### config.mk
export PLATFORM = sky130hd
export DESIGN_NAME = data_mem_access_unit
export DESIGN_NICKNAME = d
export VERILOG_FILES = /design/src/rtl/data_mem_access_unit.sv
export SDC_FILE = /design/constraint.sdc
export NUM_CORES = 1
export LEC_CHECK = 0
export CORE_AREA = 2 2 170 172
export CTS_CLUSTER_DIAMETER = 80
export DETAILED_ROUTE_END_ITERATION = 10
export DIE_AREA = 0 0 172 174
export GPL_ROUTABILITY_DRIVEN = 0
export HOLD_SLACK_MARGIN = 0.05
export PLACE_DENSITY_LB_ADDON = 0.2
export SLEW_MARGIN = 20
export SYNTH_ARGS = -nofsm -noshare
export SYNTH_HDL_FRONTEND = slang
export SYNTH_SLANG_ARGS = --single-unit
### constraint.sdc
create_clock -name clk -period 6.85 [get_ports clk]
set_clock_uncertainty 0.1 [all_clocks]
set_input_delay 1.0275 -clock clk [delete_from_list [all_inputs] [get_ports clk]]
set_output_delay 1.0275 -clock clk [all_outputs]
set_load 0.02 [all_outputs]
### src/rtl/data_mem_access_unit.sv
// data_mem_access_unit: load/store front end for a word-wide RAM with sub-word read-modify-write
module data_mem_access_unit #(
  parameter int DEPTH_LOG2 = 8
) (
  input  logic        clk,
  input  logic        reset,
  input  logic        req_valid,
  input  logic        req_write,
  input  logic [1:0]  req_size,
  input  logic        req_signed,
  input  logic [31:0] req_addr,
  input  logic [31:0] req_wdata,
  output logic        req_ready,
  output logic        resp_valid,
  output logic [31:0] resp_rdata,
  output logic        resp_error,
  output logic        ram_enable,
  output logic        ram_rw,
  output logic [31:0] ram_addr,
  output logic [31:0] ram_wdata,
  input  logic [31:0] ram_rdata
);
  typedef enum logic [1:0] {IDLE, READ, WRITE, RESP} state_t;
  state_t      state_q, state_d;
  logic [31:0] addr_q, wdata_q, rbuf_q;
  logic [1:0]  size_q;
  logic        write_q, signed_q;
  logic        ram_enable_q, ram_rw_q, resp_valid_q, resp_error_q;
  logic [31:0] ram_addr_q, ram_wdata_q, resp_rdata_q;
  logic        idle, wr, sg, err;
  logic [1:0]  sz;
  logic [4:0]  sh, shh;
  logic [31:0] a, wd, src, mask, ins, ld_data, st_data;
  logic [7:0]  lane_b;
  logic [15:0] lane_h;
  // In IDLE the live request drives decode so the accepting edge already issues the first RAM cycle
  always_comb begin
    idle    = state_q == IDLE;
    a       = idle ? req_addr : addr_q;
    wd      = idle ? req_wdata : wdata_q;
    sz      = idle ? req_size : size_q;
    wr      = idle ? req_write : write_q;
    sg      = idle ? req_signed : signed_q;
    err     = sz == 2'b11 || (sz == 2'b01 && a[0]) || (sz == 2'b10 && a[1:0] != 2'b00) || |a[31:DEPTH_LOG2+2];
    sh      = {a[1:0], 3'b000};
    shh     = {a[1], 4'b0000};
    src     = state_q == READ ? ram_rdata : rbuf_q;
    lane_b  = 8'(src >> sh);
    lane_h  = a[1] ? src[31:16] : src[15:0];
    ld_data = sz == 2'b00 ? {{24{sg & lane_b[7]}}, lane_b} : sz == 2'b01 ? {{16{sg & lane_h[15]}}, lane_h} : src;
    mask    = sz == 2'b00 ? 32'h0000_00ff << sh : 32'h0000_ffff << shh;
    ins     = sz == 2'b00 ? {24'b0, wd[7:0]} << sh : {16'b0, wd[15:0]} << shh;
    st_data = sz == 2'b10 ? wd : (src & ~mask) | ins;
    state_d = idle ? (!req_valid ? IDLE : err ? RESP : (wr && sz == 2'b10) ? WRITE : READ)
            : state_q == READ ? (wr ? WRITE : RESP)
            : state_q == WRITE ? RESP : IDLE;
  end
  // State, latched request, read buffer and registered outputs derived from the next state
  always_ff @(posedge clk) begin
    if (reset) begin
      state_q      <= IDLE;
      addr_q       <= '0;
      wdata_q      <= '0;
      size_q       <= '0;
      write_q      <= 1'b0;
      signed_q     <= 1'b0;
      rbuf_q       <= '0;
      ram_enable_q <= 1'b0;
      ram_rw_q     <= 1'b0;
      ram_addr_q   <= '0;
      ram_wdata_q  <= '0;
      resp_valid_q <= 1'b0;
      resp_error_q <= 1'b0;
      resp_rdata_q <= '0;
    end else begin
      state_q <= state_d;
      if (idle && req_valid) begin
        addr_q   <= req_addr;
        wdata_q  <= req_wdata;
        size_q   <= req_size;
        write_q  <= req_write;
        signed_q <= req_signed;
      end
      if (state_q == READ) rbuf_q <= ram_rdata;
      ram_enable_q <= state_d == READ || state_d == WRITE;
      ram_rw_q     <= state_d == WRITE;
      ram_addr_q   <= (state_d == READ || state_d == WRITE) ? {2'b00, a[31:2]} : '0;
      ram_wdata_q  <= state_d == WRITE ? st_data : '0;
      resp_valid_q <= state_d == RESP;
      resp_error_q <= idle && state_d == RESP;
      resp_rdata_q <= (state_q == READ && state_d == RESP) ? ld_data : '0;
    end
  end
  assign req_ready  = idle && !reset;
  assign ram_enable = ram_enable_q;
  assign ram_rw     = ram_rw_q;
  assign ram_addr   = ram_addr_q;
  assign ram_wdata  = ram_wdata_q;
  assign resp_valid = resp_valid_q;
  assign resp_error = resp_error_q;
  assign resp_rdata = resp_rdata_q;
endmodule
## After elaboration in Yosys (flattened, before gate mapping)

Index checks and enable logic that the tools add are counted.

| cells by class | value |
|---|---|
| equal/unequal tests | 8 |
| shift operators | 5 |
| multiplexer cells | 19 |
| bitwise logic cells | 8 |
| reductions and logical operators | 19 |

Operators by type and width:

| operator | number |
|---|---|
| 32-bit 2-to-1 mux | 8 |
| 32-bit bitwise AND | 1 |
| 32-bit inverter | 1 |
| 32-bit bitwise OR | 1 |
| 16-bit by 5-bit << shifter with 32-bit output | 1 |
| 16-bit by 5-bit << shifter with 32-bit output, first input constant | 1 |
| 8-bit by 5-bit << shifter with 32-bit output | 1 |
| 8-bit by 5-bit << shifter with 32-bit output, first input constant | 1 |
| 32-bit by 5-bit >> shifter with 8-bit output | 1 |
| 22-bit OR reduction | 1 |
| 16-bit 2-to-1 mux | 1 |
| 2-bit 2-to-1 mux | 7 |
| 2-bit equality test, second input constant | 5 |
| 1-bit logical AND | 7 |
| 2-bit by 1-bit equality test with 1-bit output, second input constant | 3 |
| 2-bit OR reduction | 3 |
| 2-bit zero test | 2 |
| 1-bit logical OR | 4 |
| 1-bit 2-to-1 mux | 3 |
| 1-bit inverter | 3 |
| 1-bit bitwise AND | 2 |
| 2-bit nonzero test | 1 |
| 1-bit zero test | 1 |

| storage, ports and cells | value |
|---|---|
| flip-flop bits (word level) | 202 |
| input bits | 103 |
| output and inout port bits | 101 |
| logic and storage cells | 74 |

## Longest topological paths before layout

Gate-level depths: netlist of the first run.

| depth | value |
|---|---|
| depth after elaboration | 14 |
| mapped depth | 16 |
| depth with buffers taken out | 12 |

## Worst setup path after synthesis of the first run

No wires, ideal clock.

| path | value |
|---|---|
| kind | input-to-reg |
| start | in req_size[0] |
| end | reg ram_wdata_q[10], in the netlist ram_wdata[10] |
| library setup time | 138 ps |
| arrival | 3026 ps |
| data required time | 6612 ps |
| slack | 3586 ps |
| stages on the path | 10 |
| path buffers | 1 |
| cells stage by stage | mux2_2 nor2_1 a221o_1 a31oi_1 ha_1 nand2b_1 clkbuf_1 nor2_1 o21ai_1 o221ai_1 |

| on the way | value |
|---|---|
| cells in the longest elaborated chain, start to end | 12 |
| elaborated cells on any way between the ends | 24 |
| those cells by class | 4 x eq/ne; 8 x mux; 4 x bitwise; 8 x reduce/logical |

RTL lines:

| item | line | RTL |
|---|---|---|
| from (decl) | 9 | `input logic [1:0] req_size,` |
| 2-bit 2-to-1 mux (*) | 41 | `sz = idle ? req_size : size_q;` |
| 2-bit by 1-bit equality test with 1-bit output | 44 | `err = sz == 2'b11 \|\| (sz == 2'b01 && a[0]) \|\| (sz == 2'b10 && a[1:0] != 2'b00) \|\| \|a[31:DEPTH_LOG2+2];` |
| 1-bit logical AND | 44 |  |
| 1-bit logical OR (3 in a row) | 44 |  |
| 2-bit 2-to-1 mux (*) (3 in a row) | 54 | `state_d = idle ? (!req_valid ? IDLE : err ? RESP : (wr && sz == 2'b10) ? WRITE : READ)` |
| via state_d[1] | 24 | `state_t state_q, state_d;` |
| 2-bit equality test (*) | 88 | `ram_wdata_q <= state_d == WRITE ? st_data : '0;` |
| 1-bit inverter (no source line) (*) | n/a |  |
| 2-bit OR reduction (no source line) (*) | n/a |  |
| to (signal assigned) | 88 |  |
| to (decl) | 29 | `logic [31:0] ram_addr_q, ram_wdata_q, resp_rdata_q;` |

Mark *: on every way through the listed nets, which the timed path passes. The rest lies on a longest branch.
A chain may end at the register's enable or synchronous reset.

## Final worst setup path of the first run

| path | value |
|---|---|
| start | reg state_q[0] |
| end | reg ram_wdata_q[13], in the netlist ram_wdata[13] |

| on the way | value |
|---|---|
| cells in the longest elaborated chain, start to end | 13 |
| elaborated cells on any way between the ends | 40 |
| those cells by class | 6 x eq/ne; 4 x shift; 15 x mux; 4 x bitwise; 11 x reduce/logical |

RTL lines:

| item | line | RTL |
|---|---|---|
| from (decl) | 24 |  |
| from (signal assigned) | 76 | `state_q <= state_d;` |
| 2-bit zero test | 38 | `idle = state_q == IDLE;` |
| 2-bit 2-to-1 mux | 41 |  |
| 2-bit by 1-bit equality test with 1-bit output | 44 |  |
| 1-bit logical AND | 44 |  |
| 1-bit logical OR (3 in a row) | 44 |  |
| 2-bit 2-to-1 mux (2 in a row) | 54 |  |
| 2-bit 2-to-1 mux (*) | 54 |  |
| via state_d[1] | 24 |  |
| 2-bit equality test (*) | 88 |  |
| 1-bit inverter (no source line) (*) | n/a |  |
| 2-bit OR reduction (no source line) (*) | n/a |  |

Marks and branches as above.

==> load_flow_metrics.sql, run 1 <==
INSERT INTO impl_metrics (metric_group, metric, value, unit) VALUES
('global_routing', 'gr-usage-all-layers', '17.4', '%'),
('drt', 'route.detailed.vias_per_inst', '4.76', ''),
('cts', 'cts_tree', 'yes', ''),
('yosys', 'synth_top_family_by_area', 'simple AND/OR/NAND/NOR gates', ''),
('yosys', 'synth_simple_gate_area_share', '17.4', '%'),
('yosys', 'syn-instance-count', '921', ''),
('drt', 'drt_pass_1_iters', '5', ''),
('yosys', 'sequential_cell_area_fraction_in_the_yosys_report', '48.4', '%'),
('die', 'floorplan.die_area', '29900', 'sq um'),
('critical_path', 'timing_worst_setup_path_type', 'reg2reg', ''),
('sta', 'fin_hold_ws', '0.355', 'ns'),
('sta', 'worst_pin_slew', '0.817', 'ns'),
('cts', 'tritoncts.num_buffers', '17', ''),
('outcome', 'outcome', 'finished, final reports clean', ''),
('final_layout', 'filler_cell_count', '2872', ''),
('cts', 'clock_latency', '0.44', 'ns'),
('global_routing', 'largest_net_degree_at_the_start_of_global_routing', '61', ''),
('yosys', 'synth-edff-count', '0', ''),
('global_routing', 'wire_length_of_the_first_global_routing_pass', '39.4', 'mm'),
('cts', 'cts_repair_resize_count', '0', ''),
('yosys', 'synthMuxAreaShare', '14.7', '%'),
('global_routing', 'number_of_antenna_violations_at_the_first_check_in_global_routing', '1', ''),
('die', 'core-area', '28200', 'sq um'),
('die', 'initial_core_utilization', '29.3', '%'),
('final_layout', 'num-nets-final', '1196', ''),
('yosys', 'distinct_cells_synth', '50', ''),
('cts', 'max-clock-path-buffers', '2', ''),
('cts', 'postCtsHoldBufs', '0', ''),
('yosys', 'synth_ff_type', 'dfxtp_1', ''),
('sta', 'setup-tns-final', '0', 'ns'),
('yosys', 'synthDominantAreaCellType', 'dfxtp_1', ''),
('power', 'power-per-cell-area', '284', 'nW/um^2'),
('flow_run', 'maxCapViolations', '0', ''),
('worst_hold_path', 'hold_path.class', 'reg2reg', ''),
('placed_design', 'hpwl_reported_at_the_end_of_detailed_placement', '18.7', 'mm'),
('yosys', 'async_flop_share', '0', '%'),
('critical_path', 'cp.arrival', '4.73', 'ns'),
('final_layout', 'post_route_cells_drive_above_1_share', '10.7', '%'),
('yosys', 'netlist_top_cells_area', 'dfxtp_1 48%, nand2_1 8.8%, mux2i_1 7.4%, a21oi_1 7.1%, mux2_2 6.4%', ''),
('cts', 'post-cts-setup-buffers', '0', ''),
('cts', 'clk_transition_reported_paths', '0.07', 'ns'),
('power', 'sum_of_internal_switching_and_leakage_power', '3.19', 'mW'),
('yosys', 'post-synth-top-area-fraction', '48.4', '%'),
('yosys', 'post_synthesis_average_cell_area', '8.98', 'sq um'),
('drt', 'routed_wire_length_per_instance', '17.6', 'microns'),
('sta', 'worst_slew_margin_rel', '45.5', '%'),
('final_layout', 'layout-area-overhead-vs-synth', '35.3', '%'),
('drt', 'detail-route-antenna-nets', '0', ''),
('yosys', 'synth-adder-area-share', '0.756', '%'),
('cts', 'cts-root-buf', 'clkbuf_16', ''),
('sta', 'hold_viol', '0', ''),
('drt', 'drt_wl_total', '26.2', 'mm'),
('final_layout', 'finalNonFillerCells', '1486', ''),
('die', 'num_rows', '62', ''),
('final_layout', 'area.sequential', '4000', 'sq um'),
('die', 'die-width', '172', 'microns'),
('sta', 'setup_viol', '0', ''),
('cts', 'cts.htree.levels', '4', ''),
('sta', 'timing.fmax', '220', 'MHz'),
('power', 'total_leakage_power', '4.13', 'nW'),
('power', 'ir_worst_vdd', '0.173', 'mV'),
('die', 'ioPinCount', '204', ''),
('yosys', 'yosys_warnings', '0', ''),
('global_routing', 'number_of_global_route_vias_before_repair', '6671', ''),
('drt', 'drc', '0', ''),
('final_layout', 'post-route-util', '39.7', '%'),
('critical_path', 'path_max_fanout', '45', ''),
('critical_path', 'worst_ep_required_time', '7.03', 'ns'),
('critical_path', 'timing.critical_path.to_type', 'flop', ''),
('yosys', 'synth-compound-area-share', '15.1', '%'),
('critical_path', 'worst_setup_path_start_kind', 'flop', '');
[cells in the mapped netlist (3+ instances only)]
cell      instances
dfxtp_1         200
nand2_1         195
a21oi_1         117
nor2_1           64
mux2i_1          61
mux2_2           47
clkbuf_1         41
nor2b_1          29
o211ai_1         22
o21ai_0          17
buf_2            13
a31oi_1          12
a21oi_2          11
nor4_1            9
a221oi_1          8
nor3_1            8
o221ai_1          8
buf_4             6
ha_1              5
inv_1             5
nand3_1           4
mux2i_2           3
o21ai_1           3
[metal layers]
layer,share of wire (%),GRT usage (%),up-vias,wire length (microns)
met5,0,0,-,0
met4,1.2,4.24,0,319
met3,5.1,3.32,15,1320
met2,47,27.5,192,12300
met1,47,24.4,3346,12300
li1,-,-,3513,-
[worst paths after layout]
kind                            slack (ns)       endpoint  cells after the start       start
worst max-delay path                  2.30  ram_wdata[13]                     12  state_q[0]
worst min-delay path                  0.35      addr_q[5]                      2   addr_q[5]
worst max register to register        2.30  ram_wdata[13]                     12  state_q[0]
worst min register to register        0.35      addr_q[5]                      2   addr_q[5]
[where the power goes]
group	switching (mW)	total, mW	leakage [nW]	internal [mW]
sequential	0.0406	1.30	1.63	1.26
combinational	0.501	0.844	2.20	0.343
clock	0.532	1.04	0.301	0.512
[cell families (layout without fill, tap and decap cells)]
| family | after synthesis | after routing |
|---|---|---|
| DFF | 200 | 200 |
| other | 1 | 3 |
| and+or+nand+nor | 327 | 327 |
| AOI/OAI and AO/OA | 207 | 207 |
| buffers and inverters | 68 | 247 |
| adders and majority gates | 5 | 5 |
| muxes | 113 | 113 |
[worst max-delay path: stages (launching register included)]
cell and delay, ns:
dfxtp_1 0.32, inv_1 0.12, ha_4 0.69, buf_4 0.63, mux2i_2 0.26, buf_4 0.35
a221o_1 0.33, a31oi_1 0.15, ha_1 0.22, nand2b_1 0.55, nor2_1 0.12, o21ai_1 0.35
o221ai_1 0.18
[state kept, by name (all words and copies together), names as in the netlist]
| name | count |
|---|---|
| ram_enable | 1 |
| ram_wdata | 32 |
| ram_rw | 1 |
| ram_addr | 30 |
| write_q | 1 |
| resp_valid | 1 |
| resp_rdata | 32 |
| addr_q | 32 |
| rbuf_q | 32 |
| signed_q | 1 |
| state_q | 2 |
| resp_error | 1 |
| wdata_q | 32 |
| size_q | 2 |
[cell type report]
class | instances | share of cell area (%)
inverter | 5 | 0.168
antenna | 1 | 0.0223
timing repair buffer | 210 | 18.5
tap | 384 | 4.29
sequential | 200 | 35.8
clock inverter | 14 | 1.65
multi-input combinational | 654 | 35.6
clock buffer | 18 | 3.92
[cell usage in the layout (no fill, tap or decap), drive strengths merged, types with 6 or more instances in the layout]
master / n
a21oi: 128
a221oi: 8
a31oi: 12
buf: 10
clkbuf: 18
clkdlybuf4s50: 200
clkinv: 6
dfxtp: 200
inv: 13
mux2: 48
mux2i: 65
nand2: 196
nor2: 65
nor2b: 29
nor3: 10
nor4: 11
o211ai: 22
o21ai: 22
o221ai: 8
[through the flow]
| stage | worst slack, ns | cell area [sq um] |
|---|---|---|
| global route | 1.87 | 11200 |
| global placement | 2.19 | 10600 |
| detailed placement | 2.12 | 10600 |
| finish | 2.30 | 11200 |
| floorplan | 3.59 | 8280 |
| CTS | 2.30 | 11200 |
Note: power is estimated with default switching activity, not from simulation.
==> run 2: changes to the inputs <==
Clock period 6.85 ns to 4.4 ns, I/O delays scaled along.
==> run 2 against run 1 <==
  * Global-route usage down 0.18 points
  * Flip-flop and latch count is the same
  * Register-to-register slack worse by 1.3 ns
  * Via count down 1.1%
  * Power is 54% higher
  * Cell count grew 0.34%
  * Die area is the same
  * Combinational power up 58%
  * Worst setup slack worse by 1.3 ns
  * Clock power is 50% higher
  * Design area hardly changed
  * Utilization about the same
  * Largest power group unchanged
==> load_flow_metrics.sql, run 2 (synthesized netlist as in run 1, its figures left out) <==
INSERT INTO impl_metrics (metric_group, metric, value, unit) VALUES
('cts', 'cts_tree', 'yes', ''),
('sta', 'setup-tns-final', '0', 'ns'),
('sta', 'rsz0062_at_grt', 'no', ''),
('global_routing', 'number_of_global_route_vias_before_repair', '6534', ''),
('cts', 'tritoncts_num_sinks', '200', ''),
('worst_hold_path', 'hold_path.class', 'reg2reg', ''),
('placed_design', 'dpl-instance-area', '10600', 'sq um'),
('power', 'ir_worst_vdd', '0.244', 'mV'),
('cts', 'tritoncts.num_buffers', '17', ''),
('die', 'floorplan.die.height', '174', 'microns'),
('global_routing', 'gr-max-usage-layer', 'met2', ''),
('drt', 'drc', '0', ''),
('drt', 'detail-route-antenna-nets', '0', ''),
('die', 'initial_core_utilization', '29.3', '%'),
('flow_run', 'maxCapViolations', '0', ''),
('critical_path', 'regToRegSetupSlack', '0.95', 'ns'),
('final_layout', 'finish.instance_area', '11200', 'sq um'),
('final_layout', 'num-nets-final', '1201', ''),
('sta', 'finalCriticalPeriod', '3.45', 'ns'),
('sta', 'hold_viol', '0', ''),
('critical_path', 'endpoint', 'ram_wdata[12]', ''),
('cts', 'cts_repair_resize_count', '0', ''),
('die', 'floorplan.die_area', '29900', 'sq um'),
('critical_path', 'timing.critical_path.to_type', 'flop', ''),
('drt', 'detail_route.iter0.violations', '525', ''),
('global_routing', 'globalRouteMet3Util', '3.12', '%'),
('global_routing', 'met1_usage', '24.1', '%'),
('die', 'core-area', '28200', 'sq um'),
('cts', 'post-cts-setup-buffers', '0', ''),
('cts', 'cts-root-buf', 'clkbuf_16', ''),
('drt', 'drt_wl_total', '25.9', 'mm'),
('global_routing', 'gr-usage-all-layers', '17.2', '%'),
('die', 'die-width', '172', 'microns'),
('global_routing', 'number_of_antenna_violations_at_the_first_check_in_global_routing', '1', ''),
('critical_path', 'path_max_fanout', '12', ''),
('drt', 'via_count', '6990', ''),
('critical_path', 'worst_r2r_startpoint', 'state_q[0]', ''),
('outcome', 'outcome', 'finished, final reports clean', ''),
('final_layout', 'area.sequential', '4000', 'sq um'),
('worst_hold_path', 'cell_depth_of_the_worst_hold_path', '2', ''),
('sta', 'worst_slew_margin_rel', '41.2', '%'),
('cts', 'clk_transition_reported_paths', '0.07', 'ns'),
('power', 'total_leakage_power', '4.13', 'nW'),
('critical_path', 'cp.arrival', '3.63', 'ns'),
('critical_path', 'timing_worst_setup_path_type', 'in2reg', ''),
('drt', 'routed_wire_length_per_instance', '17.4', 'microns'),
('cts', 'postCtsHoldBufs', '0', ''),
('critical_path', 'worst_setup_path_start_kind', 'input port', ''),
('cts', 'clock_latency', '0.44', 'ns'),
('power', 'power-per-cell-area', '438', 'nW/um^2'),
('final_layout', 'multi_input_comb_area', '3990', 'sq um'),
('critical_path', 'worst_ep_required_time', '4.58', 'ns'),
('critical_path', 'timing.critical_path.from', 'req_addr[13]', ''),
('sta', 'setup_viol', '0', ''),
('placed_design', 'hpwl_reported_at_the_end_of_detailed_placement', '18.5', 'mm'),
('critical_path', 'length_in_cells_of_the_worst_reg_to_reg_path', '12', ''),
('global_routing', 'global_route.overflow_total', '0', ''),
('drt', 'route.detailed.vias_per_inst', '4.69', ''),
('sta', 'worst_pin_slew', '0.882', 'ns'),
('placed_design', 'port-buffer-count', '201', ''),
('sta', 'drv_slew', '0', ''),
('critical_path', 'regToRegEndpoint', 'ram_wdata[12]', ''),
('global_routing', 'wire_length_of_the_first_global_routing_pass', '38.6', 'mm'),
('die', 'ioPinCount', '204', ''),
('final_layout', 'filler_cell_count', '2847', ''),
('final_layout', 'layout-area-overhead-vs-synth', '35.3', '%'),
('die', 'num_rows', '62', ''),
('global_routing', 'largest_net_degree_at_the_start_of_global_routing', '77', ''),
('final_layout', 'post_route_cells_drive_above_1_share', '11.0', '%'),
('sta', 'finalCritPeriodShare', '78.4', '%'),
('cts', 'max-clock-path-buffers', '2', ''),
('final_layout', 'mostFrequentLayoutCells', '200 x dfxtp_1, 200 x clkdlybuf4s50_1, 194 x nand2_1, 117 x a21oi_1, 64 x nor2_1', ''),
('global_routing', 'gr_layer_usage_met2', '26.5', '%'),
('sta', 'timing.fmax', '290', 'MHz'),
('drt', 'drt_pass_1_iters', '6', ''),
('cts', 'cts.htree.levels', '4', '');
-- run 2: cell types whose count changed in the layout (fill, tap and decap cells not counted), sizes merged --
| cell | change |
|---|---|
| inv | -2 |
| buf | +5 |
| clkinv | -1 |
| clkinvlp | +3 |
-- run 2: layer usage --
metal  routed length [microns]  up-vias
li1                          -     3522
met1                     12300     3225
met2                     11800      212
met3                      1350       31
met4                       543        0
met5                         0        -
-- run 2: critical path, cell delays in order --
cell	delay, ns
clkdlybuf4s50_1	0.44
nor4_1	0.44
nand4_1	0.16
mux2_2	0.28
nor2_1	0.27
a31oi_1	0.17
ha_1	0.21
nand2b_1	0.38
nor2_1	0.11
o21ai_1	0.32
o221ai_1	0.19
-- run 2: how the worst min path moves through the flow --
stage                        endpoint         from
after floorplan              signed_q     signed_q
after global placement    wdata_q[12]  wdata_q[12]
after detailed placement  wdata_q[18]  wdata_q[18]
after CTS                   addr_q[3]    addr_q[3]
after global routing      wdata_q[28]  wdata_q[28]
final                       addr_q[5]    addr_q[5]
-- run 2: cell type report --
| class | count | area share [%] |
|---|---|---|
| antenna | 1 | 0.0224 |
| clock buffer | 18 | 3.83 |
| clock inverter | 14 | 1.37 |
| inverter | 5 | 0.168 |
| multi-input combinational | 654 | 35.7 |
| sequential | 200 | 35.8 |
| tap | 384 | 4.29 |
| timing repair buffer | 215 | 18.9 |
-- run 2: through the flow --
| step | power (mW) | std cells | hold slack [ns] | setup slack [ns] | util, % |
|---|---|---|---|---|---|
| global placement | 3.38 | 1458 | 0.339 | 0.564 | 37.6 |
| floorplan | 2.89 | 922 | 0.334 | 1.41 | - |
| detailed placement | 3.39 | 1458 | 0.345 | 0.509 | 37.6 |
| finish | 4.91 | 1491 | 0.353 | 0.950 | 39.6 |
| CTS | 4.96 | 1490 | 0.357 | 0.948 | 39.6 |
| global route | 5.14 | 1491 | 0.365 | 0.567 | 39.6 |
-- run 2: report_power, final --
part | switching (mW) | leakage [nW] | internal [mW]
clock | 0.801 | 0.275 | 0.764
sequential | 0.0591 | 1.63 | 1.96
combinational | 0.783 | 2.22 | 0.544
==> run 3: changes to the inputs <==
Clock period 4.4 ns to 2.9 ns, I/O delays scaled along.
==> run 3 against run 2 <==
  * Combinational power up 65%
  * Critical path depth up 2
  * Clock power up 60%
  * Via count up 3.0%
  * Register-to-register slack worse by 0.85 ns
  * Power up 58%
  * Worst setup slack worse by 0.85 ns
  * Non-clock buffer count up 56
  * Cell count up 3.9%
  * Design area up 6.0%
  * Largest power group unchanged
==> load_flow_metrics.sql, run 3 (synthesized netlist as in run 1, its figures left out) <==
INSERT INTO impl_metrics (metric_group, metric, value, unit) VALUES
('power', 'power.internal', '5.16', 'mW'),
('critical_path', 'timing.critical_path.buf_inv', '4', ''),
('sta', 'worst_slew_margin_rel', '38.0', '%'),
('die', 'num_rows', '62', ''),
('placed_design', 'port-buffer-count', '201', ''),
('placed_design', 'dpl-instance-area', '11000', 'sq um'),
('critical_path', 'cp.arrival', '3.07', 'ns'),
('final_layout', 'num-nets-final', '1258', ''),
('global_routing', 'number_of_antenna_violations_at_the_first_check_in_global_routing', '4', ''),
('worst_hold_path', 'hold_path.startpoint', 'reset', ''),
('die', 'initial_core_utilization', '29.3', '%'),
('critical_path', 'worst_setup_path_start_kind', 'flop', ''),
('sta', 'timing.fmax', '357', 'MHz'),
('drt', 'routed_wire_length_per_instance', '17.1', 'microns'),
('flow_run', 'maxCapViolations', '0', ''),
('placed_design', 'hpwl_reported_at_the_end_of_detailed_placement', '19.1', 'mm'),
('sta', 'drv_slew', '0', ''),
('critical_path', 'critical-path-max-stage-delay', '0.36', 'ns'),
('die', 'die-width', '172', 'microns'),
('worst_hold_path', 'cell_depth_of_the_worst_hold_path', '2', ''),
('cts', 'cts.htree.levels', '4', ''),
('critical_path', 'cpMaxStageDelayCell', 'a221o_1', ''),
('drt', 'detail_route.iter0.violations', '345', ''),
('sta', 'finalCritPeriodShare', '96.7', '%'),
('die', 'ioPinCount', '204', ''),
('final_layout', 'mostFrequentLayoutCells', '200 x dfxtp_1, 200 x clkdlybuf4s50_1, 193 x nand2_1, 116 x a21oi_1, 64 x buf_4', ''),
('die', 'core-area', '28200', 'sq um'),
('power', 'total_switching_power', '2.60', 'mW'),
('drt', 'drt_wl_total', '26.5', 'mm'),
('cts', 'max-clock-path-buffers', '2', ''),
('cts', 'clock_latency', '0.45', 'ns'),
('global_routing', 'number_of_global_route_vias_before_repair', '7010', ''),
('final_layout', 'post_route_cells_drive_above_1_share', '17.2', '%'),
('power', 'sum_of_internal_switching_and_leakage_power', '7.76', 'mW'),
('worst_hold_path', 'hold_path_end', 'size_q[0]', ''),
('power', 'p_comb_share', '28.4', '%'),
('sta', 'hold_viol', '0', ''),
('cts', 'clk_transition_reported_paths', '0.08', 'ns'),
('global_routing', 'global_route.overflow_total', '0', ''),
('sta', 'worst_pin_slew', '0.930', 'ns'),
('drt', 'drc', '0', ''),
('final_layout', 'layout-area-overhead-vs-synth', '43.4', '%'),
('cts', 'cts_tree', 'yes', ''),
('critical_path', 'worst_path_dominant_cell_family', 'compound AO/OA/AOI/OAI gates', ''),
('power', 'sequentialPowerShare', '39.5', '%'),
('critical_path', 'crit_chain', 'inv_1 > ha_4 > buf_4 > mux2_2 > nor2_2 > a221o_1 > buf_4 > a31oi_1 > ha_1 > nor2b_4 > nand2_4 > buf_12 > a31oi_2', ''),
('sta', 'setup_viol', '0', ''),
('cts', 'tritoncts.num_buffers', '17', ''),
('power', 'power_frac_clock', '32.1', '%'),
('critical_path', 'regToRegSetupSlack', '0.1', 'ns'),
('final_layout', 'finish.instance_area', '11900', 'sq um'),
('drt', 'drt_pass_1_iters', '5', ''),
('cts', 'cts-root-buf', 'clkbuf_16', ''),
('cts', 'tritoncts_num_sinks', '200', ''),
('drt', 'detail-route-antenna-nets', '0', ''),
('drt', 'via_count', '7198', ''),
('sta', 'finalCriticalPeriod', '2.80', 'ns'),
('power', 'power-per-cell-area', '654', 'nW/um^2'),
('die', 'floorplan.die.height', '174', 'microns'),
('sta', 'rsz0062_at_grt', 'yes', ''),
('critical_path', 'timing.critical_path.to_type', 'flop', ''),
('critical_path', 'timing_worst_setup_path_type', 'reg2reg', ''),
('critical_path', 'regToRegEndpoint', 'resp_rdata[3]', ''),
('global_routing', 'gr-usage-all-layers', '17.6', '%'),
('global_routing', 'wire_length_of_the_first_global_routing_pass', '40.5', 'mm'),
('power', 'total_leakage_power', '4.49', 'nW'),
('critical_path', 'path_max_fanout', '16', ''),
('critical_path', 'most_frequent_cell_on_the_critical_path', 'buf_4', ''),
('outcome', 'outcome', 'finished, final reports clean', ''),
('critical_path', 'length_in_cells_of_the_worst_reg_to_reg_path', '13', ''),
('die', 'floorplan.die_area', '29900', 'sq um'),
('power', 'netSwitchingFraction', '33.5', '%'),
('critical_path', 'worst_ep_required_time', '3.17', 'ns'),
('global_routing', 'largest_net_degree_at_the_start_of_global_routing', '81', ''),
('worst_hold_path', 'hold_path.class', 'in2reg', ''),
('critical_path', 'worst_r2r_startpoint', 'state_q[1]', ''),
('power', 'ir_worst_vdd', '0.363', 'mV'),
('drt', 'route.detailed.vias_per_inst', '4.65', '');
==> run 3: stage by stage <==
stage / std cells / setup WS (ns) / utilization [%] / hold WS, ns / TNS [ns]
after floorplan: 922 / -0.0109 / - / 0.334 / -0.311
after global placement: 1507 / -0.495 / 39.1 / 0.339 / -34.88
after detailed placement: 1507 / -0.486 / 39.1 / 0.344 / -36.64
after CTS: 1539 / 0.00630 / 41.4 / 0.289 / 0
after global routing: 1548 / -0.0416 / 42.0 / 0.299 / -0.450
final: 1549 / 0.0968 / 42.0 / 0.299 / 0
==> run 3: worst register-to-register path: stages, from the launching register on <==
cell,delay [ns]
dfxtp_1,0.34
inv_1,0.09
ha_4,0.21
buf_4,0.15
mux2_2,0.27
nor2_2,0.05
a221o_1,0.36
buf_4,0.17
a31oi_1,0.16
ha_1,0.19
nor2b_4,0.20
nand2_4,0.11
buf_12,0.18
a31oi_2,0.16
==> run 3: how the worst max path moves through the flow <==
stage,from,end,cells past startpoint
after floorplan,state_q[0],ram_addr[0],13
after global placement,req_addr[13],ram_wdata[10],12
after detailed placement,req_addr[13],ram_wdata[15],12
after CTS,state_q[0],resp_rdata[3],13
after global routing,state_q[0],resp_rdata[3],13
final,state_q[1],resp_rdata[3],13
==> run 3: layout make-up <==
class,instances,area (sq um)
inverters,5,22.5
flip-flops and latches,200,4000
repair buffers,271,2620
fillers,2819,16400
repair inverters,1,7.51
clock buffers,18,439
diodes,2,5.00
well taps,384,480
clock inverters,14,190
multi-input cells,654,4100
==> run 3: what timing repair did <==
action / CTS / global route
endpoints found under the setup margin: 9 / 93
cloned: 0 / 3
gates resized for setup: 5 / 17
hold buffers: 0 / 0
buffers inserted: 0 / 5
pin swaps: 0 / 3
==> run 3: power by group through the flow <==
stage	sequential (mW)	combinational (mW)	clock (mW)
final	3.07	2.20	2.49
after global placement	3.13	2.14	0
after CTS	3.07	2.17	2.56
after floorplan	3.23	1.16	0
after global routing	3.09	2.39	2.67
after detailed placement	3.13	2.15	0
==> run 3: layer usage <==
layer	vias to the layer above	GRT usage [%]	wire [microns]
met3	17	4.94	1780
met1	3356	23.4	12200
met4	2	5.04	295
met5	-	0	11
met2	182	27.9	12200
li1	3641	-	-
